===== src/rtl/mux_sel_scanner_if.sv =====
// Bus between the scanner and its controller/mux: scan request, programming
// inputs, the mux select/sample pair and the frame result.
interface mux_sel_scanner_if #(
  parameter int unsigned DWELL_W = 4
);
  logic               start;
  logic [DWELL_W-1:0] dwell;
  logic [3:0]         mask;
  logic               mux_out;
  logic [1:0]         sel;
  logic               busy;
  logic [3:0]         frame;
  logic               frame_valid;

  modport master (
    output start, dwell, mask, mux_out,
    input  sel, busy, frame, frame_valid
  );

  modport slave (
    input  start, dwell, mask, mux_out,
    output sel, busy, frame, frame_valid
  );
endinterface


===== src/rtl/mux_sel_scanner.sv =====
// Steps a 4:1 mux select through the enabled channels, dwells on each and
// packs the samples into a 4-bit frame. Optional macro SCAN_CONT_EN: free-running scans.
module mux_sel_scanner #(
  parameter int unsigned DWELL_W = 4
) (
  input logic              clk,
  input logic              rst,
  mux_sel_scanner_if.slave bus
);

  typedef enum logic [1:0] {IDLE, SCAN, DONE} state_t;

  state_t             state_q, state_d;
  logic [1:0]         sel_q, sel_d;
  logic [3:0]         frame_q, frame_d;
  logic [3:0]         mask_q, mask_d;
  logic [DWELL_W-1:0] cnt_q, cnt_d;
  logic [DWELL_W-1:0] dwell_q, dwell_d;
  logic [2:0]         nxt_ch;
  logic [2:0]         low_ch;

  // Lowest enabled channel at index >= lo; bit 2 flags that one exists.
  function automatic logic [2:0] first_from(input logic [3:0] m, input int unsigned lo);
    logic [2:0] r;
    r = '0;
    for (int unsigned i = 0; i < 4; i++) begin
      if (i >= lo && m[i] && !r[2]) begin
        r = {1'b1, i[1:0]};
      end
    end
    return r;
  endfunction

  always_comb begin
    state_d = state_q;
    sel_d   = sel_q;
    frame_d = frame_q;
    mask_d  = mask_q;
    dwell_d = dwell_q;
    cnt_d   = cnt_q;
    nxt_ch  = first_from(mask_q, {30'd0, sel_q} + 32'd1);
    low_ch  = first_from(bus.mask, 32'd0);

    case (state_q)
      IDLE: begin
        sel_d = '0;
        if (bus.start && bus.mask != '0) begin
          mask_d  = bus.mask;
          dwell_d = bus.dwell;
          frame_d = '0;
          cnt_d   = '0;
          sel_d   = low_ch[1:0];
          state_d = SCAN;
        end
      end
      SCAN: begin
        if (cnt_q == dwell_q) begin
          frame_d[sel_q] = bus.mux_out;
          cnt_d          = '0;
          if (nxt_ch[2]) begin
            sel_d = nxt_ch[1:0];
          end else begin
            state_d = DONE;
          end
        end else begin
          cnt_d = cnt_q + DWELL_W'(1);
        end
      end
      DONE: begin
`ifdef SCAN_CONT_EN
        // Re-latch from the live inputs; an all-zero new mask parks in IDLE
        // rather than scanning an empty channel set.
        if (mask_q != '0 && bus.mask != '0) begin
          mask_d  = bus.mask;
          dwell_d = bus.dwell;
          frame_d = '0;
          cnt_d   = '0;
          sel_d   = low_ch[1:0];
          state_d = SCAN;
        end else begin
          sel_d   = '0;
          state_d = IDLE;
        end
`else
        sel_d   = '0;
        state_d = IDLE;
`endif
      end
      default: begin
        sel_d   = '0;
        state_d = IDLE;
      end
    endcase
  end

  always_ff @(posedge clk) begin
    if (rst) begin
      state_q <= IDLE;
      sel_q   <= '0;
      frame_q <= '0;
      mask_q  <= '0;
      dwell_q <= '0;
      cnt_q   <= '0;
    end else begin
      state_q <= state_d;
      sel_q   <= sel_d;
      frame_q <= frame_d;
      mask_q  <= mask_d;
      dwell_q <= dwell_d;
      cnt_q   <= cnt_d;
    end
  end

  assign bus.sel         = sel_q;
  assign bus.busy        = (state_q != IDLE);
  assign bus.frame       = frame_q;
  assign bus.frame_valid = (state_q == DONE);

endmodule


===== src/flat_wrapper.sv =====
// flat-port wrapper written by rule: the top's interface ports become plain ports
module mux_sel_scanner_flat 
#(
  parameter int unsigned DWELL_W = 4
)
  (clk, rst, bus_start, bus_dwell, bus_mask, bus_mux_out, bus_sel, bus_busy, bus_frame, bus_frame_valid);
  mux_sel_scanner_if #(.DWELL_W(DWELL_W)) bus_i ();
  input logic clk;
  input logic rst;
  input wire logic [$bits(bus_i.start)-1:0] bus_start;
  input wire logic [$bits(bus_i.dwell)-1:0] bus_dwell;
  input wire logic [$bits(bus_i.mask)-1:0] bus_mask;
  input wire logic [$bits(bus_i.mux_out)-1:0] bus_mux_out;
  output wire logic [$bits(bus_i.sel)-1:0] bus_sel;
  output wire logic [$bits(bus_i.busy)-1:0] bus_busy;
  output wire logic [$bits(bus_i.frame)-1:0] bus_frame;
  output wire logic [$bits(bus_i.frame_valid)-1:0] bus_frame_valid;
  assign bus_i.start = bus_start;
  assign bus_i.dwell = bus_dwell;
  assign bus_i.mask = bus_mask;
  assign bus_i.mux_out = bus_mux_out;
  assign bus_sel = bus_i.sel;
  assign bus_busy = bus_i.busy;
  assign bus_frame = bus_i.frame;
  assign bus_frame_valid = bus_i.frame_valid;
  mux_sel_scanner #(.DWELL_W(DWELL_W)) u_core (.clk(clk), .rst(rst), .bus(bus_i));
endmodule

===== config.mk =====
export PLATFORM = sky130hd
export DESIGN_NAME = mux_sel_scanner_flat
export DESIGN_NICKNAME = d
export VERILOG_FILES = /design/src/rtl/mux_sel_scanner_if.sv /design/src/rtl/mux_sel_scanner.sv /design/src/flat_wrapper.sv
export SDC_FILE = /design/constraint.sdc
export NUM_CORES = 1
export LEC_CHECK = 0
export ABC_AREA = 1
export ABC_CLOCK_PERIOD_IN_PS = 1300
export CORE_ASPECT_RATIO = 1.1
export CORE_MARGIN = 2
export CORE_UTILIZATION = 50
export DETAILED_ROUTE_END_ITERATION = 16
export PLACE_DENSITY = 0.8
export SLEW_MARGIN = 20
export SYNTH_ARGS = -nofsm -noshare
export SYNTH_HDL_FRONTEND = slang
export SYNTH_SLANG_ARGS = --single-unit

===== constraint.sdc =====
create_clock -name clk -period 1.3 [get_ports clk]
set_input_delay 0.13 -clock clk [delete_from_list [all_inputs] [get_ports clk]]
set_output_delay 0.13 -clock clk [all_outputs]
set_load 0.005 [all_outputs]

==> results by group, run 1 <==
Drt
  • Routed WL per cell: around 14 µm
  • Final wirelength: 3.46 mm
  • Vias per Instance: 5.27
  • Via count: between 1000 and 1500
  • First DRT Iteration DRCs: 62
  • Post-route ant nets: 0
  • Residual DRC: 0
  • 1st-pass router iterations: 4

Timing
  • Setup TNS Final: -0.244 ns
  • Slew margin rel.: between 70% and 80%
  • Fin Hold WS: roughly 0.44 ns
  • Final setup violation count: 6
  • Final Slew Violations: 0
  • Fmax: about 720 MHz
  • Worst-margin pin slew: 0.432 ns
  • Skew final: between 0.001 and 0.0015 ns
  • Final worst path period share: 106%
  • Crit path time final: about 1.4 ns
  • Setup ws final: -0.0803 ns
  • Unrepaired setup endpoints after global routing: true
  • Final hold vios: 0

Worst setup path
  • Slowest CP cell: dfxtp_4
  • R2R Path Start: u_core.state_q[1]$_SDFFE_PP0P_
  • FF-to-FF setup slack: -0.08 ns
  • CP required: between 1 and 1.5 ns
  • Crit path cell chain: buf_4 -> nor2_4 -> inv_2 -> nor2_4 -> inv_2 -> o21ai_0 -> a21oi_1
  • Crit. Startpoint: u_core.state_q[1]$_SDFFE_PP0P_
  • CP Capture Type: flop
  • Critical Path Fanout Max: 11
  • Startpoint type of the worst setup path: flop
  • Worst Setup EP: u_core.dwell_q[0]$_SDFFE_PP0P_
  • CP Class: flop to flop
  • Crit path largest cell delay: 0.36 ns
  • R2R depth: 7
  • Reg-to-reg critical path endpoint: u_core.dwell_q[0]$_SDFFE_PP0P_
  • WP data arrival: approximately 1.6 ns

Die
  • Die Footprint: roughly 0.0025 mm²
  • Die Wd: about 48 µm
  • I/O pins: 20
  • Die Y: roughly 52 µm
  • # rows: 17
  • Core ar.: 0.00200 mm²
  • Initial core utilization: approximately 52%

Power and ir drop
  • Power per cell area: between 1000 and 1500 mW/mm²
  • Peak VDD IR: roughly 1000 µV
  • LEAKAGE: between 0.8 and 0.9 nW
  • Final Power: between 1.5 and 2 mW

Clock network
  • Worst-skew pair later-pin latency: ~0.30 ns
  • Cts bufs inserted: 3
  • Clk root buf: clkbuf_4
  • TritonCTS clock tree: yes
  • Clk sink count: 19
  • # hold bufs at CTS: 0
  • Clock-pin slew on the worst setup and hold paths: about 0.11 ns
  • Bufs on Longest Clock Path: 2
  • H-tree depth: 1

Placed design
  • Cell count after placement: ~230
  • Number of port buffers: 19
  • Place WS: -0.244 ns
  • Placed Area: roughly 0.0014 mm²
  • GP Congestion: 0.816
  • Post-detail-place hpwl: about 2.1 mm

Global route
  • Gr ovfl total: 0
  • First-pass GRT wire length: roughly 4.5 mm
  • GR peak layer: met2
  • GR Layer Usage met3: 4.51%
  • Gr usage total: between 20% and 30%
  • Met1 usage in global routing: a little over a quarter
  • Largest net degree at the start of global routing: 12
  • Initial antenna violation count: 0
  • Vias in the first global route: 1174
  • Global Route met2 Usage: 50.0%

Run status
  • Failing checks: setup timing
  • Outcome: complete, but fails checks

Final layout
  • Synth-to-Final Area Change: 58.5%
  • Util after Layout: roughly 83%
  • Final Instance Area: about 0.0017 mm²
  • Ant diodes: 0
  • Nets: between 200 and 250
  • Non-Filler Instances: 248
  • Layout cells sized above 1: approximately a third

Logic synthesis
  • #FFs+latches synth: 19
  • Yosys cell types: 17
  • Post-Syn Instances: between 150 and 200
  • Mapped cell area: 0.00105 mm²
  • Seq/Total Area, Yosys: around 36%
  • Syn_nets: about 180
  • Yosys warnings: 0
  • Post-Syn Area per Cell: about 6.2 µm²

Worst hold path
  • Worst hold path class: input port to flop

Flow run
  • Max_cap viols: 0
==> metal layers <==
layer  share of wire, %  up-vias
li1                   -      630
met1                 37      616
met4                3.5        0
met2                 55       46
met3                4.1       14
met5                  0        -
==> kinds of logic after synthesis <==
group / Yosys count / synth area share, %
AO/OA/AOI/OAI: 22 / 11.6
AND/OR/NAND/NOR: 97 / 39.7
adder cells (fa/ha/maj): 1 / 1.20
flip-flops: 19 / 36.4
buffers and inverters: 30 / 11.1
==> sequential cells by signal, summed over array words and instances (netlist names) <==
register,flops
u_core.bus.frame,4
u_core.bus.sel,2
u_core.state_q,2
u_core.cnt_q,4
u_core.dwell_q,4
u_core.mask_q,3
==> what timing repair did <==
| item | in CTS | in global routing |
|---|---|---|
| setup buffers | 5 | 5 |
| pin swaps | 0 | 17 |
| setup endpoints to repair | 12 | 15 |
| gates resized for setup | 14 | 38 |
==> cell type report <==
class	count	area (µm²)
multi-input cells	120	624
repair buffers	49	463
flip-flops and latches	19	402
fillers	125	342
inverters	28	108
well taps	28	35.0
clock buffers	4	26.3
==> synth_stat cells (all sizes together) <==
library cell	count	area [µm²]
a21oi	13	76.3
buf	1	7.51
clkbuf	1	3.75
dfxtp	19	380
ha	1	12.5
inv	28	105
nand2	58	228
nand3	17	85.1
nor2	20	92.6
nor3	2	10.0
o21ai	9	45.0
==> worst min-delay path by stage <==
stage                                           endpoint                           start  slack (ns)  cells after the start
final                      u_core.mask_q[2]$_SDFFE_PP0P_                     bus_mask[2]        0.44                      3
after global routing      u_core.dwell_q[2]$_SDFFE_PP0P_                    bus_dwell[2]        0.46                      3
after CTS                  u_core.mask_q[2]$_SDFFE_PP0P_                     bus_mask[2]        0.43                      3
after detailed placement  u_core.dwell_q[3]$_SDFFE_PP0P_  u_core.dwell_q[3]$_SDFFE_PP0P_        0.46                      2
after global placement    u_core.dwell_q[1]$_SDFFE_PP0P_  u_core.dwell_q[1]$_SDFFE_PP0P_        0.46                      2
after floorplan           u_core.bus.sel[0]$_SDFFE_PP0P_                             rst        0.20                      1
==> cells in the final DEF (no fill, tap or decap), types with 3 or more instances in the layout <==
cell type / Yosys / layout
nor2_1: 17 / 13
nor2_2: 1 / 3
a21oi_1: 12 / 10
buf_6: 0 / 6
o21ai_0: 7 / 7
nor2_4: 2 / 4
nand2_1: 54 / 52
nand2_2: 4 / 4
dlymetal6s2s_1: 0 / 3
clkbuf_4: 0 / 3
nand3_2: 0 / 3
dfxtp_2: 0 / 11
inv_1: 26 / 22
inv_2: 2 / 5
nand3_1: 17 / 13
dfxtp_1: 19 / 6
clkdlybuf4s50_1: 0 / 13
buf_4: 1 / 22
==> power by group <==
group,internal [mW],switching [mW]
registers,0.653,0.0482
clock network,0.120,0.192
logic,0.444,0.483
total,1.22,0.724
==> critical path: cells and delay by family, from the launching register on <==
kind	cells	cell delay (ns)
simple gates	2	0.24
buf+inv	3	0.32
compound gates	2	0.35
flops	1	0.36
No activity file was read; power rests on OpenSTA's default activity.
==> run 2: changes to the inputs <==
--- a/config.mk
+++ b/config.mk
@@ -7,7 +7,7 @@
 export LEC_CHECK = 0
 export ABC_AREA = 1
 export ABC_CLOCK_PERIOD_IN_PS = 1300
-export CORE_ASPECT_RATIO = 1.1
+export CORE_ASPECT_RATIO = 0.75
 export CORE_MARGIN = 2
 export CORE_UTILIZATION = 50
 export DETAILED_ROUTE_END_ITERATION = 16
==> results by group, run 2 (synthesized netlist as in run 1, its figures left out) <==
Power and ir drop
  • Comb power frac: 44.5% (was 47.8%)
  • P_sw: 0.667 mW (was 0.724 mW)
  • Sw Ratio: 36.8% (was 37.3%)
  • Cell-internal power: 1.15 mW (was 1.22 mW)
  • LEAKAGE: 0.809 nW (was 0.849 nW)
  • Sequential Power Share: 38.8% (was 36.1%)
  • Power per cell area: 1150 mW/mm² (was 1170 mW/mm²)
  • Clk pwr share: 16.7% (was 16.1%)
  • Peak VDD IR: 1000 µV (was 976 µV)
  • Final Power: 1.81 mW (was 1.94 mW)

Timing
  • Final Slew Violations: 0 (unchanged)
  • Worst-margin pin slew: 0.395 ns (was 0.432 ns)
  • Skew final: 0.00279 ns (was 0.00123 ns)
  • Final setup violation count: 1 (was 6)
  • Setup ws final: -0.00388 ns (was -0.0803 ns)
  • Crit path time final: 1.30 ns (was 1.38 ns)
  • Final worst path period share: 100% (was 106%)
  • Unrepaired setup endpoints after global routing: true (unchanged)
  • Fin Hold WS: 0.428 ns (was 0.435 ns)
  • Slew margin rel.: 73.6% (was 71.2%)
  • Fmax: 767 MHz (was 724 MHz)
  • Final hold vios: 0 (unchanged)

Clock network
  • TritonCTS clock tree: yes (unchanged)
  • Bufs on Longest Clock Path: 2 (unchanged)
  • Clk root buf: clkbuf_4 (unchanged)
  • Worst-skew pair later-pin latency: 0.30 ns (about the same)
  • # hold bufs at CTS: 0 (unchanged)
  • Cts bufs inserted: 3 (unchanged)
  • H-tree depth: 1 (unchanged)
  • Clk sink count: 19 (unchanged)
  • Clock-pin slew on the worst setup and hold paths: 0.11 ns (about the same)

Worst setup path
  • WP data arrival: 1.51 ns (was 1.57 ns)
  • CP Capture Type: flop (unchanged)
  • CP Class: flop to flop (unchanged)
  • CP required: 1.51 ns (was 1.49 ns)
  • Critical Path Fanout Max: 8 (was 11)
  • Startpoint type of the worst setup path: flop (unchanged)

Final layout
  • Commonest cells after routing, fill and taps aside: nand2_1 (46), buf_4 (22), inv_1 (21), nor2_1 (14) (was nand2_1 (52), inv_1 (22), buf_4 (22))
  • Layout cells sized above 1: 33.6% (about the same)
  • Commonest non-fill, non-tap cell in the layout: nand2_1 (unchanged)
  • Ant diodes: 0 (unchanged)
  • Synth-to-Final Area Change: 51.1% (was 58.5%)
  • Util after Layout: 79.1% (was 82.9%)
  • Fillers: 134 (was 125)
  • Nets: 228 (was 234)
  • Final Instance Area: 0.00158 mm² (was 0.00166 mm²)

Die
  • # rows: 14 (was 17)
  • I/O pins: 20 (unchanged)
  • Core ar.: 0.00200 mm² (about the same)
  • Die Y: 43.6 µm (was 52.0 µm)
  • Die Wd: 56.8 µm (was 47.6 µm)
  • Initial core utilization: 52.4% (was 52.3%)
  • Die Footprint: 0.00248 mm² (was 0.00247 mm²)

Global route
  • Gr ovfl total: 0 (unchanged)
  • Initial antenna violation count: 0 (unchanged)
  • Largest net degree at the start of global routing: 12 (unchanged)
  • Gr usage total: 25.7% (was 26.1%)
  • First-pass GRT wire length: 4.91 mm (was 4.54 mm)
  • Vias in the first global route: 1194 (was 1174)

Drt
  • Final wirelength: 3.08 mm (was 3.46 mm)
  • 1st-pass router iterations: 4 (unchanged)
  • Routed WL per cell: 12.9 µm (was 14.0 µm)
  • Vias per Instance: 5.18 (was 5.27)
  • Post-route ant nets: 0 (unchanged)
  • First DRT Iteration DRCs: 59 (was 62)
  • Via count: 1233 (was 1306)
  • Residual DRC: 0 (unchanged)

Run status
  • Outcome: complete, but fails checks (unchanged)
  • Failing checks: setup timing (unchanged)

Placed design
  • Placed Area: 0.00138 mm² (was 0.00142 mm²)
  • GP Congestion: 0.827 (was 0.816)
  • Post-detail-place hpwl: 2.06 mm (was 2.10 mm)
  • Number of port buffers: 19 (unchanged)

Worst hold path
  • Worst hold path class: input port to flop (unchanged)

Flow run
  • Max_cap viols: 0 (unchanged)
[run 2: cell types whose count changed in the layout (fill, tap and decap cells not counted), moves of 2 or more]
cell / before / now
nand2_1: 52 / 46
nand2_2: 4 / 10
buf_6: 6 / 1
inv_2: 5 / 7
[run 2: worst paths after layout]
kind	start	endpoint	slack, ns	cells after the start
setup / recovery	u_core.cnt_q[0]$_SDFFE_PP0P_	u_core.state_q[0]$_SDFFE_PP0P_	-0.004	10
hold reg to reg	u_core.dwell_q[1]$_SDFFE_PP0P_	u_core.dwell_q[1]$_SDFFE_PP0P_	0.47	2
hold / removal	bus_mask[2]	u_core.mask_q[2]$_SDFFE_PP0P_	0.43	3
setup reg to reg	u_core.cnt_q[0]$_SDFFE_PP0P_	u_core.state_q[0]$_SDFFE_PP0P_	-0.004	10
[run 2: worst max-delay path: stages (launching register included)]
cell and delay (ns):
dfxtp_2 0.37, inv_2 0.04, nand2_1 0.05, nand2_1 0.06, nor2_2 0.16, nand2_2 0.11
nand2_4 0.08, buf_12 0.12, nand3_1 0.09, nand2_1 0.10, inv_1 0.04
[run 2: per-stage QoR]
step	std cells	worst slack, ns	setup TNS, ns
3_5_place_dp	227	-0.180	-2.32
3_3_place_gp	227	-0.144	-1.66
6_report	238	-0.00388	-0.00388
4_1_cts	235	0.00809	0
2_1_floorplan	169	0.0994	0
5_1_grt	238	-0.0987	-0.515
[run 2: cell type report]
type,instances,area [µm²],area share [%]
multi-input cells,120,624,39.5
flip-flops and latches,19,404,25.6
repair buffers,43,390,24.7
inverters,28,105,6.65
well taps,24,30.0,1.90
clock buffers,4,26.3,1.66
[run 2: routing by layer]
layer	GRT usage, %	part of all wire, %	up-vias
met1	29.2	42	557
met5	0	0	-
met2	47.4	48	56
li1	-	-	612
met4	8.37	1.6	0
met3	6.87	7.8	8
[run 2: repair_timing]
item | CTS | global route
setup endpoints to repair | 11 | 16
pin swaps | 2 | 13
setup buffers | 4 | 3
gates resized for setup | 16 | 33
[run 2: power by group through the flow]
| stage | Clock [mW] | Sequential (mW) | Combinational [mW] |
|---|---|---|---|
| final | 0.303 | 0.704 | 0.807 |
| after global routing | 0.329 | 0.709 | 0.882 |
| after CTS | 0.307 | 0.694 | 0.694 |
| after detailed placement | 0 | 0.703 | 0.628 |
| after global placement | 0 | 0.699 | 0.607 |
| after floorplan | 0 | 0.699 | 0.365 |
